`src/rtl/mux_demux_pkg.sv`:
```
// mux_demux_pkg: shared constants, FSM state type and round-robin helpers
// for the 1x8 distribution / 8x1 collection path.
package mux_demux_pkg;
    localparam int NUM_CH     = 8;
    localparam int SEL_W      = 3;
    localparam int DATA_W_DEF = 8;

    typedef enum logic {ARB, LOCKED} state_e;

    function automatic logic [NUM_CH-1:0] sel2oh(input logic [SEL_W-1:0] sel);
        return {{(NUM_CH-1){1'b0}}, 1'b1} << sel;
    endfunction

    // Returns {found, grant}: first requester at or after ptr, wrapping modulo NUM_CH.
    function automatic logic [SEL_W:0] rr_next(input logic [SEL_W-1:0] ptr,
                                               input logic [NUM_CH-1:0] req);
        logic [SEL_W:0]   r;
        logic [SEL_W-1:0] k;
        r = '0;
        for (int i = NUM_CH - 1; i >= 0; i--) begin
            k = ptr + SEL_W'(i);
            if (req[k]) r = {1'b1, k};
        end
        return r;
    endfunction
endpackage

```
`src/rtl/rr_arbiter8.sv`:
```
// rr_arbiter8: combinational 8-way round-robin arbiter, one-hot grant plus index.
module rr_arbiter8
    import mux_demux_pkg::*;
(
    input  logic [NUM_CH-1:0] req_i,
    input  logic [SEL_W-1:0]  ptr_i,
    output logic              found_o,
    output logic [SEL_W-1:0]  idx_o,
    output logic [NUM_CH-1:0] gnt_o
);
    always_comb begin
        {found_o, idx_o} = rr_next(ptr_i, req_i);
        gnt_o = found_o ? sel2oh(idx_o) : '0;
    end
endmodule

```
`src/rtl/mux8x1_rr_collector.sv`:
```
// mux8x1_rr_collector: merges 8 valid/ready channels onto one registered output
// stream tagged with its source, round-robin arbitrated with per-packet locking.
module mux8x1_rr_collector
    import mux_demux_pkg::*;
#(
    parameter int DATA_W = DATA_W_DEF
) (
    input  logic                     clk,
    input  logic                     rst_n,
    input  logic [NUM_CH-1:0]        in_valid,
    input  logic [NUM_CH*DATA_W-1:0] in_data,
    input  logic [NUM_CH-1:0]        in_last,
    output logic [NUM_CH-1:0]        in_ready,
    output logic                     out_valid,
    output logic [DATA_W-1:0]        out_data,
    output logic [SEL_W-1:0]         out_sel,
    output logic                     out_last,
    input  logic                     out_ready
);
    state_e             state_q, state_d;
    logic [SEL_W-1:0]   ptr_q, ptr_d, lch_q, lch_d;
    logic               out_valid_q, out_valid_d, out_last_q, out_last_d;
    logic [DATA_W-1:0]  out_data_q, out_data_d;
    logic [SEL_W-1:0]   out_sel_q, out_sel_d;
    logic               arb_found, load_ok, fire;
    logic [SEL_W-1:0]   arb_idx, gidx;
    logic [NUM_CH-1:0]  arb_gnt;

    rr_arbiter8 u_arb (
        .req_i   (in_valid),
        .ptr_i   (ptr_q),
        .found_o (arb_found),
        .idx_o   (arb_idx),
        .gnt_o   (arb_gnt)
    );

    always_comb begin
        load_ok     = !out_valid_q || out_ready;
        in_ready    = '0;
        gidx        = arb_idx;
        fire        = 1'b0;
        state_d     = state_q;
        ptr_d       = ptr_q;
        lch_d       = lch_q;
        out_valid_d = out_valid_q && !out_ready;
        out_data_d  = out_data_q;
        out_sel_d   = out_sel_q;
        out_last_d  = out_last_q;
        if (state_q == ARB) begin
            fire     = load_ok && arb_found;
            in_ready = fire ? arb_gnt : '0;
        end else begin
            // Locked channel sees ready whenever the register can load, valid or not.
            gidx     = lch_q;
            fire     = load_ok && in_valid[lch_q];
            in_ready = load_ok ? sel2oh(lch_q) : '0;
        end
        if (!rst_n) in_ready = '0;
        if (fire) begin
            out_valid_d = 1'b1;
            out_data_d  = in_data[gidx*DATA_W +: DATA_W];
            out_sel_d   = gidx;
            out_last_d  = in_last[gidx];
            state_d     = in_last[gidx] ? ARB : LOCKED;
            lch_d       = gidx;
            ptr_d       = in_last[gidx] ? gidx + 1'b1 : ptr_q;
        end
    end

    always_ff @(posedge clk or negedge rst_n) begin
        if (!rst_n) begin
            state_q     <= ARB;
            ptr_q       <= '0;
            lch_q       <= '0;
            out_valid_q <= 1'b0;
            out_data_q  <= '0;
            out_sel_q   <= '0;
            out_last_q  <= 1'b0;
        end else begin
            state_q     <= state_d;
            ptr_q       <= ptr_d;
            lch_q       <= lch_d;
            out_valid_q <= out_valid_d;
            out_data_q  <= out_data_d;
            out_sel_q   <= out_sel_d;
            out_last_q  <= out_last_d;
        end
    end

    assign out_valid = out_valid_q;
    assign out_data  = out_data_q;
    assign out_sel   = out_sel_q;
    assign out_last  = out_last_q;

    a_ready_onehot0: assert property (@(posedge clk) disable iff (!rst_n) $onehot0(in_ready));
endmodule

```
`config.mk`:
```
export PLATFORM = sky130hd
export DESIGN_NAME = mux8x1_rr_collector
export DESIGN_NICKNAME = d
export VERILOG_FILES = /design/src/rtl/mux_demux_pkg.sv /design/src/rtl/rr_arbiter8.sv /design/src/rtl/mux8x1_rr_collector.sv
export SDC_FILE = /design/constraint.sdc
export NUM_CORES = 1
export LEC_CHECK = 0
export CAP_MARGIN = 5
export CORE_UTILIZATION = 40
export CTS_BUF_LIST = sky130_fd_sc_hd__clkbuf_16
export DETAILED_ROUTE_END_ITERATION = 16
export PLACE_DENSITY = 0.78
export SETUP_SLACK_MARGIN = 0.2
export SYNTH_ARGS = -nofsm -noshare
export SYNTH_HDL_FRONTEND = slang
export SYNTH_SLANG_ARGS = --single-unit
```
`constraint.sdc`:
```
create_clock -name clk -period 3.8 [get_ports clk]
set_clock_uncertainty 0.05 [all_clocks]
set_input_delay 0.38 -clock clk [delete_from_list [all_inputs] [get_ports clk]]
set_output_delay 0.38 -clock clk [all_outputs]
set_load 0.02 [all_outputs]
```
### Word-level counts from Yosys, hierarchy flattened

Index checks and enable logic that the tools add are counted.

| word-level totals | value |
|---|---|
| flip-flop bits (word level) | 17 |
| bits of input ports | 83 |
| output and inout bits | 21 |
| word-level logic and storage cells | 71 |

| cells by class | value |
|---|---|
| $add $sub $neg | 8 |
| magnitude comparators | 10 |
| shift-type cells | 3 |
| muxes and demuxes | 37 |
| reduce and logical (&&, ||, !) cells | 7 |

Operators by type and width:

| kind | number |
|---|---|
| $shiftx 64x7->8 | 1 |
| $lt 3x4->1 const B | 10 |
| $mux 8 | 5 |
| $mux 4 | 8 |
| $bmux 1 s3 | 10 |
| $shl 1x3->8 const A | 2 |
| $mux 1 | 13 |
| $add 3x3->3 const B | 4 |
| $add 3x1->3 const B | 2 |
| $add 3x2->3 const B | 2 |
| $logic_and 1x1->1 | 3 |
| $mux 3 | 1 |
| $logic_not 1->1 | 2 |
| $reduce_and 2->1 | 1 |
| $logic_or 1x1->1 | 1 |

### Depth between registers and ports, before layout

Gate-level depths: netlist of the first run.

| depth | value |
|---|---|
| word-level depth | 16 |
| mapped depth | 17 |
| depth with buffers taken out | 12 |

### Hierarchy

Synthesis of the first run repeated with hierarchy kept, for this count alone.

| unflattened totals | value |
|---|---|
| cell total of the unflattened synthesis | 436 |
| area total of the unflattened synthesis | 3130.5 µm² |

Modules (own cells, without submodules):

| module | times used | cells each | area each (µm²) | seq. area each (µm²) |
|---|---|---|---|---|
| mux8x1_rr_collector | 1 | 311 | 2062.0 | 425.4 |
| rr_arbiter8 | 1 | 125 | 1068.5 | 0.0 |

### Least setup slack after synthesis of the first run

Ideal clock, no wire load.

| timing path | value |
|---|---|
| path kind | register to register |
| start | register ptr_q[0] |
| end | register ptr_q[1] |
| library setup time | 125 ps |
| data arrival time | 3621 ps |
| required time | 3625 ps |
| setup slack | 4 ps |
| stages on the path, launching flop included | 16 |
| path buffers | 3 |
| clock period less this slack | 3796 ps |
| cells stage by stage | dfrtp_1 -> buf_6 -> buf_2 -> clkinv_1 -> ha_1 -> buf_2 -> mux4_2 -> mux2_4 -> a211o_1 -> a31oi_1 -> nor3_1 -> a21o_1 -> nand2b_1 -> o221ai_2 -> o21a_4 -> mux2_4 |

| between the ends | value |
|---|---|
| word-level cells in the longest chain between the ends | 15 |
| elaborated cells on any way between the ends | 38 |
| those cells by class | add/sub: 8; mux: 28; reduce/logical: 2 |

Ends and longest elaborated chain:

| item | RTL line | source |
|---|---|---|
| start, declared | mux8x1_rr_collector.sv:21 | `logic [SEL_W-1:0] ptr_q, ptr_d, lch_q, lch_d;` |
| start signal, assigned | mux8x1_rr_collector.sv:81 | `ptr_q <= ptr_d;` |
| $add 3x3->3 | mux_demux_pkg.sv:21 | `k = ptr + SEL_W'(i);` |
| $bmux 1 s3 | mux_demux_pkg.sv:22 | `if (req[k]) r = {1'b1, k};` |
| $mux 1 (not written as such) | mux_demux_pkg.sv:22 |  |
| $mux 4 (7 in a row) | mux_demux_pkg.sv:22 |  |
| $mux 4 (*) | mux_demux_pkg.sv:22 |  |
| $mux 3 (*) | mux8x1_rr_collector.sv:49 | `if (state_q == ARB) begin` |
| named net gidx[1] | mux8x1_rr_collector.sv:26 | `logic [SEL_W-1:0] arb_idx, gidx;` |
| $bmux 1 s3 | mux8x1_rr_collector.sv:66 | `ptr_d = in_last[gidx] ? gidx + 1'b1 : ptr_q;` |
| $mux 1 (not written as such) | mux8x1_rr_collector.sv:66 |  |
| $reduce_and 2->1 (no line) | -- |  |

Mark *: on every way through the listed nets, which the timed path passes. The rest lies on a longest branch. The select of a mux whose other input is x is not followed.
A chain may end at the register's enable or synchronous reset.

### Worst setup path after layout of the first run

Same ends and word-level chain as after synthesis.

==> run_results.csv, run 1 <==
group,metric,value,unit
clock_tree,clkLatencyLatePin,0.24,ns
sta,finalHoldViolations,0,
sta,setup_viol,0,
clock_tree,cts_made_buffers,3,
detailed_routing,vias,2945,
placed_design,place.gp.congestion,0.9070,
setup_path,crit_chain,"clkinv_2, ha_4, mux4_2, mux2_4, buf_4, a21oi_2, o311ai_2, buf_4, buf_4, a21o_4, nand2b_4, o221ai_4, o21a_4, mux2_4",
logic_synthesis,synth_seq_cells,17,
sta,final_period_minus_worst_setup_slack,3.568,ns
setup_path,worstSetupPathDepth,14,
logic_synthesis,synthDistinctLibCells,50,
logic_synthesis,syn_area,2616,sq um
layout,drive_above_1_share,0.2746,
floorplanning,die_w,82.88,microns
grt,antenna_found_initial,0,
sta,worstMarginPinSlew,0.5500,ns
clock_tree,htree_levels,1,
placed_design,dpl.hpwl,6617,microns
grt,grt_max_degree,26,
detailed_routing,drc,0,
clock_tree,cts-root-buf,"clkbuf_16",
logic_synthesis,yosysSeqAreaShare,0.1626,
clock_tree,clkTransAtPathRegs,0.05,ns
setup_path,worstSetupPathType,"flop to flop",
logic_synthesis,postSynthCellCount,303,
logic_synthesis,synth_warnings,0,
logic_synthesis,syn-num-nets,389,
setup_path,crit_fanout,5,
sta,fmax,0.2803,GHz
setup_path,cp_common_cell,"buf_4",
logic_synthesis,avgSynthCellArea,8.635,sq um
layout,diodes,0,
setup_path,ff2ff_path_depth,14,
detailed_routing,postRouteWirelength,8988,microns
grt,grt_usage,0.2468,
floorplanning,dieArea,6868,sq um
clock_tree,hold_buffers,0,
layout,finish.net_count,524,
sta,relSlewSlack,0.6333,
placed_design,port_buffers,103,
flow_run,cap_violations,0,
floorplanning,io_pins,104,
layout,syn_to_final_growth,64.80,%
setup_path,worstPathRequired,3.88,ns
logic_synthesis,async_flop_share,1.000,
grt,grt_pass1_wl,13900,microns
setup_path,slowest_stage,"mux4_2",
sta,whs,0.4412,ns
layout,final_common_cell,"clkdlybuf4s50_1",
sta,period_share,0.9388,
setup_path,crit_path_end_kind,"flop",
min_path,hold_path.class,"flop to flop",
detailed_routing,dr.pass1.iters,4,
setup_path,start_kind,"flop",
detailed_routing,routedWlPerCell,17.49,microns
sta,finalMaxSlewViolations,0,
setup_path,timing.reg2reg.setup_slack,0.23,ns
clock_tree,cts.sinks,17,
clock_tree,clk_path_buf_depth,2,
setup_path,cp_num_buf_inv,4,
floorplanning,die_h,82.88,microns
status,outcome,"complete, no violations",
sta,rsz0062_at_grt,"true",
detailed_routing,drtIter0Drc,199,
floorplanning,initial_core_util,0.4144,
floorplanning,rows,29,
logic_synthesis,synth_ff_type,"dfrtp_1",
min_path,hold_depth,1,
sta,fin_setup_tns,0,ns
detailed_routing,vias_per_cell,5.730,
detailed_routing,antenna_left,0,
setup_path,cp_top_family,"multiplexers",
setup_path,crit_arrival,3.65,ns
grt,grt_overflow,0,
logic_synthesis,synth-edff-count,0,
floorplanning,coreArea,6314,sq um
grt,grt_pass1_vias,2826,
layout,layout_common_cells,"clkdlybuf4s50_1, mux2i_1, buf_4",
setup_path,critPathMaxStageDelay,0.54,ns
clock_tree,cts_tree,"built",
metrics by stage:
step / setup WS [ns] / cell area (sq um) / util / instances
after floorplan: 0.2171 / 2639 / - / 303
after global placement: -0.06914 / 3950 / 0.6256 / 500
after detailed placement: -0.1414 / 3950 / 0.6256 / 500
after CTS: 0.1940 / 4086 / 0.6472 / 509
after global routing: 0.04644 / 4312 / 0.6829 / 514
final: 0.2325 / 4312 / 0.6829 / 514
registers in the layout, summed over array words and instances (netlist names):
register,flops
ptr_q,3
out_sel,3
state_q,1
out_valid,1
out_last,1
out_data,8
cells in the mapped netlist, types with 2 or more instances:
master	number	share of area
nand2_1	21	0.030
nor3_1	10	0.019
a21oi_1	6	0.011
a31oi_1	8	0.019
nor4_1	2	0.0048
o21ai_1	10	0.019
o21ai_0	7	0.013
xnor2_1	2	0.0067
a211oi_1	6	0.017
buf_6	3	0.013
a22oi_1	8	0.023
mux2i_1	63	0.24
a21o_1	3	0.0086
nor2b_1	9	0.022
inv_1	13	0.019
nor2_1	23	0.033
and2_1	4	0.0096
nand3b_1	3	0.0086
mux2_4	2	0.011
buf_4	4	0.011
dfrtp_1	17	0.16
ha_1	3	0.014
mux2_2	10	0.043
o21a_1	6	0.017
nand2b_1	8	0.019
mux4_2	10	0.086
clkbuf_1	8	0.011
nand4_1	2	0.0048
nand3_1	3	0.0057
buf_2	5	0.0096
a211o_1	3	0.010
nor4b_1	2	0.0067
a221oi_1	2	0.0067
routing by layer:
layer,routed length [microns],part of all wire,GRT usage,up-vias
met3,414,0.046,0.03181,12
met5,0,0,0,-
met4,157,0.017,0.05016,0
met2,4659,0.52,0.4314,100
met1,3756,0.42,0.3258,1420
li1,-,-,-,1413
repair_timing:
action,4_1_cts,5_1_grt
setup buffers,5,5
resized for setup,42,50
endpoints found under the setup margin,14,20
cloned,0,0
pin swaps,3,21
worst paths after layout:
kind                                     endpoint                  from
max reg2reg                  ptr_q[1]$_DFFE_PN0P_  ptr_q[0]$_DFFE_PN0P_
min reg2reg                  out_last$_DFFE_PN0P_  out_last$_DFFE_PN0P_
max in group asynchronous  out_sel[2]$_DFFE_PN0P_                 rst_n
max                          ptr_q[1]$_DFFE_PN0P_  ptr_q[0]$_DFFE_PN0P_
min in group asynchronous     state_q$_DFFE_PN0P_                 rst_n
min                          out_last$_DFFE_PN0P_  out_last$_DFFE_PN0P_
worst register-to-register path: stages (launching register included):
cell      delay [ns]
dfrtp_1         0.39
clkinv_2        0.10
ha_4            0.31
mux4_2          0.55
mux2_4          0.32
buf_4           0.15
a21oi_2         0.13
o311ai_2        0.10
buf_4           0.15
buf_4           0.12
a21o_4          0.23
nand2b_4        0.16
o221ai_4        0.17
o21a_4          0.21
mux2_4          0.31
final cells by class:
class	count	area [sq um]
sequential	17	425.4
inverter	14	57.56
clock buffer	3	75.07
multi-input combinational	251	2226
tap	77	96.34
timing repair buffer	151	1428
clock inverter	1	3.754
fill	497	2002
cell families (layout without fill, tap and decap cells):
logic type | after synthesis | in the layout | share of synthesized area
simple gates | 89 | 89 | 0.1712
xor+xnor | 4 | 4 | 0.01626
compound gates | 70 | 70 | 0.1870
buf+inv | 35 | 169 | 0.06695
flops | 17 | 17 | 0.1626
fa+ha+maj | 3 | 3 | 0.01435
mux | 85 | 85 | 0.3816
Power of run 1 is not shown: default switching activity piles up to over one toggle a cycle in this logic, so the estimate is an artifact.
==> run 2: changes to the inputs <==
Settings changed: CAP_MARGIN 5 to unset, PLACE_DENSITY 0.78 to 0.75.
Clock period 3.8 ns to 4.05 ns, I/O delays scaled along.
==> run 2 against run 1 <==
Against the previous run:
- via count is 3.7% lower
- first-iteration DRC count is 2.5% higher
- clock-buffer cell count stayed put
- design area is 8.6% lower
- non-clock buffer count is 24 lower
- global-route usage is 0.89 points lower
- die area stayed put
- final cell count is 4.7% lower
- worst setup slack better by 0.12 ns
- critical endpoint is now in_ready[2]
- largest cell class unchanged
==> run_results.csv, run 2 (synthesis results as in run 1) <==
group,metric,value,unit
layout,multiInputGateArea,2095,sq um
grt,grt_max_degree,26,
placed_design,port_buffers,103,
clock_tree,clkTransAtPathRegs,0.05,ns
layout,diodes,0,
setup_path,crit_arrival,3.25,ns
power,p_per_area,1089,nW/um^2
sta,setup_slack,0.3482,ns
detailed_routing,dr.pass1.iters,4,
sta,setup_viol,0,
layout,drive_above_1_share,0.1840,
clock_tree,cts_tree,"built",
clock_tree,hold_buffers,0,
layout,regArea,425.4,sq um
floorplanning,die_h,82.88,microns
setup_path,crit_fanout,6,
floorplanning,dieArea,6868,sq um
setup_path,worstSetupPathType,"flop to output port",
sta,period_share,0.9140,
layout,syn_to_final_growth,50.69,%
setup_path,ff2ff_path_depth,13,
sta,fmax,0.2701,GHz
setup_path,worstPathRequired,3.60,ns
clock_tree,cts-root-buf,"clkbuf_16",
clock_tree,cts_made_buffers,3,
detailed_routing,routedWlPerCell,17.01,microns
status,outcome,"complete, no violations",
floorplanning,rows,29,
detailed_routing,vias_per_cell,5.790,
clock_tree,cts.sinks,17,
floorplanning,coreArea,6314,sq um
power,total_power,4.294,mW
min_path,hold_depth,1,
clock_tree,clk_path_buf_depth,2,
placed_design,pre_cts_slack,0.02308,ns
sta,fin_setup_tns,0,ns
grt,antenna_found_initial,0,
setup_path,timing.reg2reg.setup_slack,0.39,ns
clock_tree,htree_levels,1,
floorplanning,io_pins,104,
flow_run,cap_violations,0,
sta,relSlewSlack,0.6117,
min_path,hold_path.class,"flop to flop",
detailed_routing,postRouteWirelength,8333,microns
min_path,worstHoldStart,"out_last$_DFFE_PN0P_",
min_path,worst_hold_path.endpoint,"out_last$_DFFE_PN0P_",
clock_tree,clkLatencyLatePin,0.25,ns
floorplanning,die_w,82.88,microns
detailed_routing,vias,2837,
placed_design,dpl.hpwl,6535,microns
sta,finalHoldViolations,0,
grt,grt_pass1_vias,2789,
layout,largest_reg_flops,8,
grt,grt_overflow,0,
layout,final_common_cell,"clkdlybuf4s50_1",
detailed_routing,drc,0,
sta,final_period_minus_worst_setup_slack,3.702,ns
sta,worstMarginPinSlew,0.5804,ns
placed_design,place.gp.congestion,0.9344,
layout,nFillCells,560,
grt,grt_usage,0.2379,
floorplanning,initial_core_util,0.4144,
detailed_routing,drtIter0Drc,204,
layout,finish.net_count,500,
setup_path,worstReg2RegStart,"ptr_q[0]$_DFFE_PN0P_",
power,p_leak,1.673,nW
setup_path,start_kind,"flop",
sta,finalMaxSlewViolations,0,
power,peakVddDrop,0.0006263,V
detailed_routing,antenna_left,0,
setup_path,crit_path_end_kind,"output port",
setup_path,rr_endpoint,"ptr_q[1]$_DFFE_PN0P_",
sta,rsz0062_at_grt,"false",
grt,grt_pass1_wl,13420,microns
layout,layout_common_cells,"clkdlybuf4s50_1, mux2i_1, nor2_1",
## run 2: power breakdown
group / leakage, nW / internal, mW / switching, mW / total, mW
registers: 0.202 / 0.272 / 0.128 / 0.400
clock network: 0.0409 / 0.132 / 0.0620 / 0.194
logic: 1.43 / 1.75 / 1.95 / 3.70
total: 1.67 / 2.15 / 2.14 / 4.29
## run 2: worst max-delay path: stages (launching register included)
cell             delay [ns]
dfrtp_1                0.39
clkinv_2               0.10
ha_4                   0.32
mux4_2                 0.59
mux2_4                 0.34
a211o_1                0.28
a31oi_1                0.20
nor2_1                 0.06
nand2_1                0.07
and2_4                 0.17
nor3_2                 0.05
o21a_1                 0.19
clkdlybuf4s15_2        0.25
## run 2: what timing repair did
item | CTS | global route
cloned | 0 | 0
setup buffers | 2 | 0
resized for setup | 19 | 26
pin swaps | 0 | 2
endpoints found under the setup margin | 8 | 8
## run 2: layout make-up
type | count | area share
Multi-Input combinational cell | 251 | 0.5313
Timing Repair Buffer | 127 | 0.3024
Sequential cell | 17 | 0.1079
Tap cell | 77 | 0.02444
Clock buffer | 3 | 0.01904
Inverter | 14 | 0.01365
Clock inverter | 1 | 0.001269
## run 2: through the flow
step           cells  area [sq um]  hold slack (ns)    util
2_1_floorplan    303          2616          0.05941       -
3_3_place_gp     484          3791           0.4110  0.6005
3_5_place_dp     484          3791           0.4169  0.6005
4_1_cts          490          3913           0.4280  0.6197
5_1_grt          490          3943           0.4507  0.6245
6_report         490          3943           0.4236  0.6245
## run 2: metal layers
layer	vias to the layer above	wire length, microns	global-route usage	part of all wire
li1	1364	-	-	-
met1	1371	3437	0.3072	0.41
met2	90	4412	0.4225	0.53
met3	12	372	0.02982	0.045
met4	0	111	0.05329	0.013
met5	-	0	0	0
## run 2: worst max-delay path by stage
| stage | slack, ns | endpoint | from |
|---|---|---|---|
| after floorplan | 0.25 | ptr_q[1]$_DFFE_PN0P_ | ptr_q[0]$_DFFE_PN0P_ |
| final | 0.35 | in_ready[2] | ptr_q[0]$_DFFE_PN0P_ |
| after detailed placement | 0.02 | in_ready[5] | in_valid[2] |
| after CTS | 0.16 | in_ready[0] | ptr_q[0]$_DFFE_PN0P_ |
| after global placement | 0.08 | in_ready[0] | in_valid[7] |
| after global routing | 0.22 | in_ready[1] | ptr_q[0]$_DFFE_PN0P_ |
Note: power is estimated with default switching activity, not from simulation.
==> run 3: changes to the inputs <==
Settings changed: ABC_AREA set to 1, CTS_BUF_LIST sky130_fd_sc_hd__clkbuf_16 to sky130_fd_sc_hd__clkbuf_8, PLACE_DENSITY 0.75 to 0.76.
==> run 3 against run 2 <==
Against the previous run:
- first-iteration DRC count increased by 9.8%
- worst hold slack better by 0.012 ns
- synthesized area shrank 3.9%
- core utilization shrank 2.6 points
- non-clock buffer count decreased by 18
- design area fell by 9.0%
- final cell count increased by 26%
- clock-buffer cell count unchanged
- wire length increased by 2.6%
==> run_results.csv, run 3 <==
group,metric,value,unit
detailed_routing,vias,3171,
setup_path,worstSetupPathType,"flop to output port",
flow_run,cap_violations,0,
logic_synthesis,synth_top_family_by_area,"simple AND/OR/NAND/NOR gates",
layout,syn_to_final_growth,42.71,%
setup_path,cp_common_cell,"nand2_1",
sta,period_share,0.8123,
status,outcome,"complete, no violations",
min_path,hold_path.class,"flop to flop",
sta,finalHoldViolations,0,
clock_tree,clk_path_buf_depth,2,
setup_path,worstPathRequired,3.60,ns
grt,grt_overflow,0,
detailed_routing,drc,0,
clock_tree,cts-root-buf,"clkbuf_8",
floorplanning,dieArea,6605,sq um
logic_synthesis,syn_area,2514,sq um
setup_path,crit_arrival,2.83,ns
grt,grt_max_degree,36,
logic_synthesis,synthTopCellsByCount,"nand2_1, nand3_1, inv_1",
setup_path,slowest_stage,"ha_2",
layout,nFillCells,631,
floorplanning,io_pins,104,
detailed_routing,antenna_left,0,
placed_design,port_buffers,103,
placed_design,place.gp.congestion,0.9433,
grt,grt_usage,0.2645,
logic_synthesis,avgSynthCellArea,5.586,sq um
detailed_routing,drtIter0Drc,224,
logic_synthesis,async_flop_share,1.000,
setup_path,cp_num_buf_inv,4,
layout,largest_reg_flops,8,
logic_synthesis,synthAdderAreaFrac,0.01493,
floorplanning,coreArea,5991,sq um
clock_tree,htree_levels,1,
grt,grt_pass1_wl,13560,microns
sta,setup_viol,0,
logic_synthesis,synth_ff_type,"dfrtp_1",
clock_tree,cts_made_buffers,3,
layout,drive_above_1_share,0.09743,
detailed_routing,routedWlPerCell,13.81,microns
logic_synthesis,synth_compound_area_frac,0.07516,
floorplanning,die_w,81.27,microns
sta,relSlewSlack,0.6532,
detailed_routing,vias_per_cell,5.123,
grt,antenna_found_initial,0,
setup_path,crit_chain,"inv_4, ha_2, inv_2, nand3_1, nand3_1, nand2_1, inv_1, nor2_1, nand2_1, nand3_1, nand2_1, nand2_1, nand2_1, nand2_2, nand2_1, a21oi_1, a21oi_1, nor3_1, dlymetal6s2s_1",
logic_synthesis,synth_top_area_share,0.3211,
sta,final_period_minus_worst_setup_slack,3.290,ns
clock_tree,clkLatencyLatePin,0.25,ns
sta,rsz0062_at_grt,"false",
grt,grt_pass1_vias,2963,
sta,fin_setup_tns,0,ns
logic_synthesis,yosysMostFrequentCell,"nand2_1",
layout,final_common_cell,"nand2_1",
setup_path,critPathMaxStageDelay,0.42,ns
logic_synthesis,syn-num-nets,536,
floorplanning,die_h,81.27,microns
sta,finalMaxSlewViolations,0,
clock_tree,clkTransAtPathRegs,0.07,ns
layout,diodes,0,
layout,finish.net_count,631,
placed_design,dpl.hpwl,7016,microns
logic_synthesis,synth-edff-count,0,
sta,worstMarginPinSlew,0.5202,ns
logic_synthesis,synth_xor_area_frac,0.01344,
setup_path,crit_fanout,8,
logic_synthesis,yosysTopAreaCell,"nand2_1",
logic_synthesis,yosysSeqAreaShare,0.1692,
clock_tree,cts_tree,"built",
logic_synthesis,synth_warnings,0,
layout,layout_common_cells,"nand2_1, clkdlybuf4s50_1, nand3_1",
setup_path,cp_top_family,"simple AND/OR/NAND/NOR gates",
logic_synthesis,postSynthCellCount,450,
logic_synthesis,muxShareOfSynthArea,0,
setup_path,start_kind,"flop",
floorplanning,initial_core_util,0.4196,
logic_synthesis,synth.area.top_cells,"nand2_1, dfrtp_1, nand3_1, nand2_2, inv_1",
detailed_routing,postRouteWirelength,8549,microns
floorplanning,rows,28,
logic_synthesis,synth_seq_cells,17,
sta,fmax,0.3040,GHz
logic_synthesis,synth-simple-area-share,0.6068,
clock_tree,cts.sinks,17,
detailed_routing,dr.pass1.iters,4,
setup_path,crit_path_end_kind,"output port",
logic_synthesis,synthDistinctLibCells,32,
[run 3: cell count changes after synthesis, moves of 9 or more]
cell     before  now
a21oi_1       6   15
inv_1        13   26
mux2_2       10    0
mux2i_1      63    0
mux4_2       10    0
nand2_1      21  215
nand2_2       0   20
nand3_1       3   71
nor2b_1       9    0
[run 3: metrics by stage]
step | worst slack [ns] | hold slack [ns] | cell area, sq um | cells | utilization
after floorplan | 1.097 | 0.05941 | 2514 | 450 | -
final | 0.7601 | 0.4352 | 3587 | 619 | 0.5988
after detailed placement | 0.3874 | 0.4189 | 3511 | 614 | 0.5860
after CTS | 0.2047 | 0.4387 | 3557 | 618 | 0.5938
after global routing | 0.4090 | 0.4529 | 3587 | 619 | 0.5988
after global placement | 0.4312 | 0.4157 | 3511 | 614 | 0.5860
[run 3: cell type report]
cell class              instances  area (sq um)  share of cell area
clock inverters                 1         3.754            0.001046
well taps                      75         93.84             0.02616
flip-flops and latches         17         426.7              0.1189
repair buffers                109          1096              0.3055
multi-input cells             380          1788              0.4984
inverters                      34         137.6             0.03837
clock buffers                   3         41.29             0.01151
[run 3: worst register-to-register path: stages, from the launching register on]
cell and delay, ns:
dfrtp_1 0.39, inv_2 0.15, ha_2 0.35, inv_2 0.13
nand3_1 0.11, nand3_1 0.12, nand2_1 0.11, inv_1 0.11
nand2_1 0.06, nand2_1 0.05, nand2_1 0.04, nand2_1 0.06
nand2_2 0.08, nand2_4 0.10, nand2_4 0.09, nand2_8 0.23
inv_8 0.15, nand2_1 0.11, nand2_1 0.05, nand2_1 0.05
nand3_1 0.13, nand3_1 0.14, nand2_1 0.07
[run 3: cells by family after synthesis]
group | Yosys count
buffers and inverters | 53
AND/OR/NAND/NOR | 342
flip-flops | 17
XOR/XNOR | 3
adder cells (fa/ha/maj) | 3
AO/OA/AOI/OAI | 32
[run 3: worst paths after layout]
check	startpoint	endpoint	slack [ns]	depth (start not counted)
setup / recovery	ptr_q[1]$_DFFE_PN0P_	in_ready[3]	0.76	19
hold / removal	out_last$_DFFE_PN0P_	out_last$_DFFE_PN0P_	0.44	2
setup reg to reg	ptr_q[0]$_DFFE_PN0P_	out_data[3]$_DFFE_PN0P_	1.00	22
hold reg to reg	out_last$_DFFE_PN0P_	out_last$_DFFE_PN0P_	0.44	2
max in group asynchronous	rst_n	ptr_q[1]$_DFFE_PN0P_	3.19	2
min in group asynchronous	rst_n	out_data[0]$_DFFE_PN0P_	0.55	2
[run 3: repair_timing]
action                                  in CTS  in global routing
setup buffers                                0                  1
hold buffers                                 0                  0
endpoints found under the setup margin       6                  8
hold endpoints to repair                     0                  0
gates resized for setup                      1                  9
[run 3: routing by layer]
metal | global-route usage | share of wire | vias to the layer above
met2 | 0.4658 | 0.48 | 108
li1 | - | - | 1629
met5 | 0 | 0 | -
met4 | 0.05179 | 0.015 | 0
met1 | 0.3302 | 0.45 | 1424
met3 | 0.05393 | 0.062 | 10
Power of run 3 is left out for the same reason.
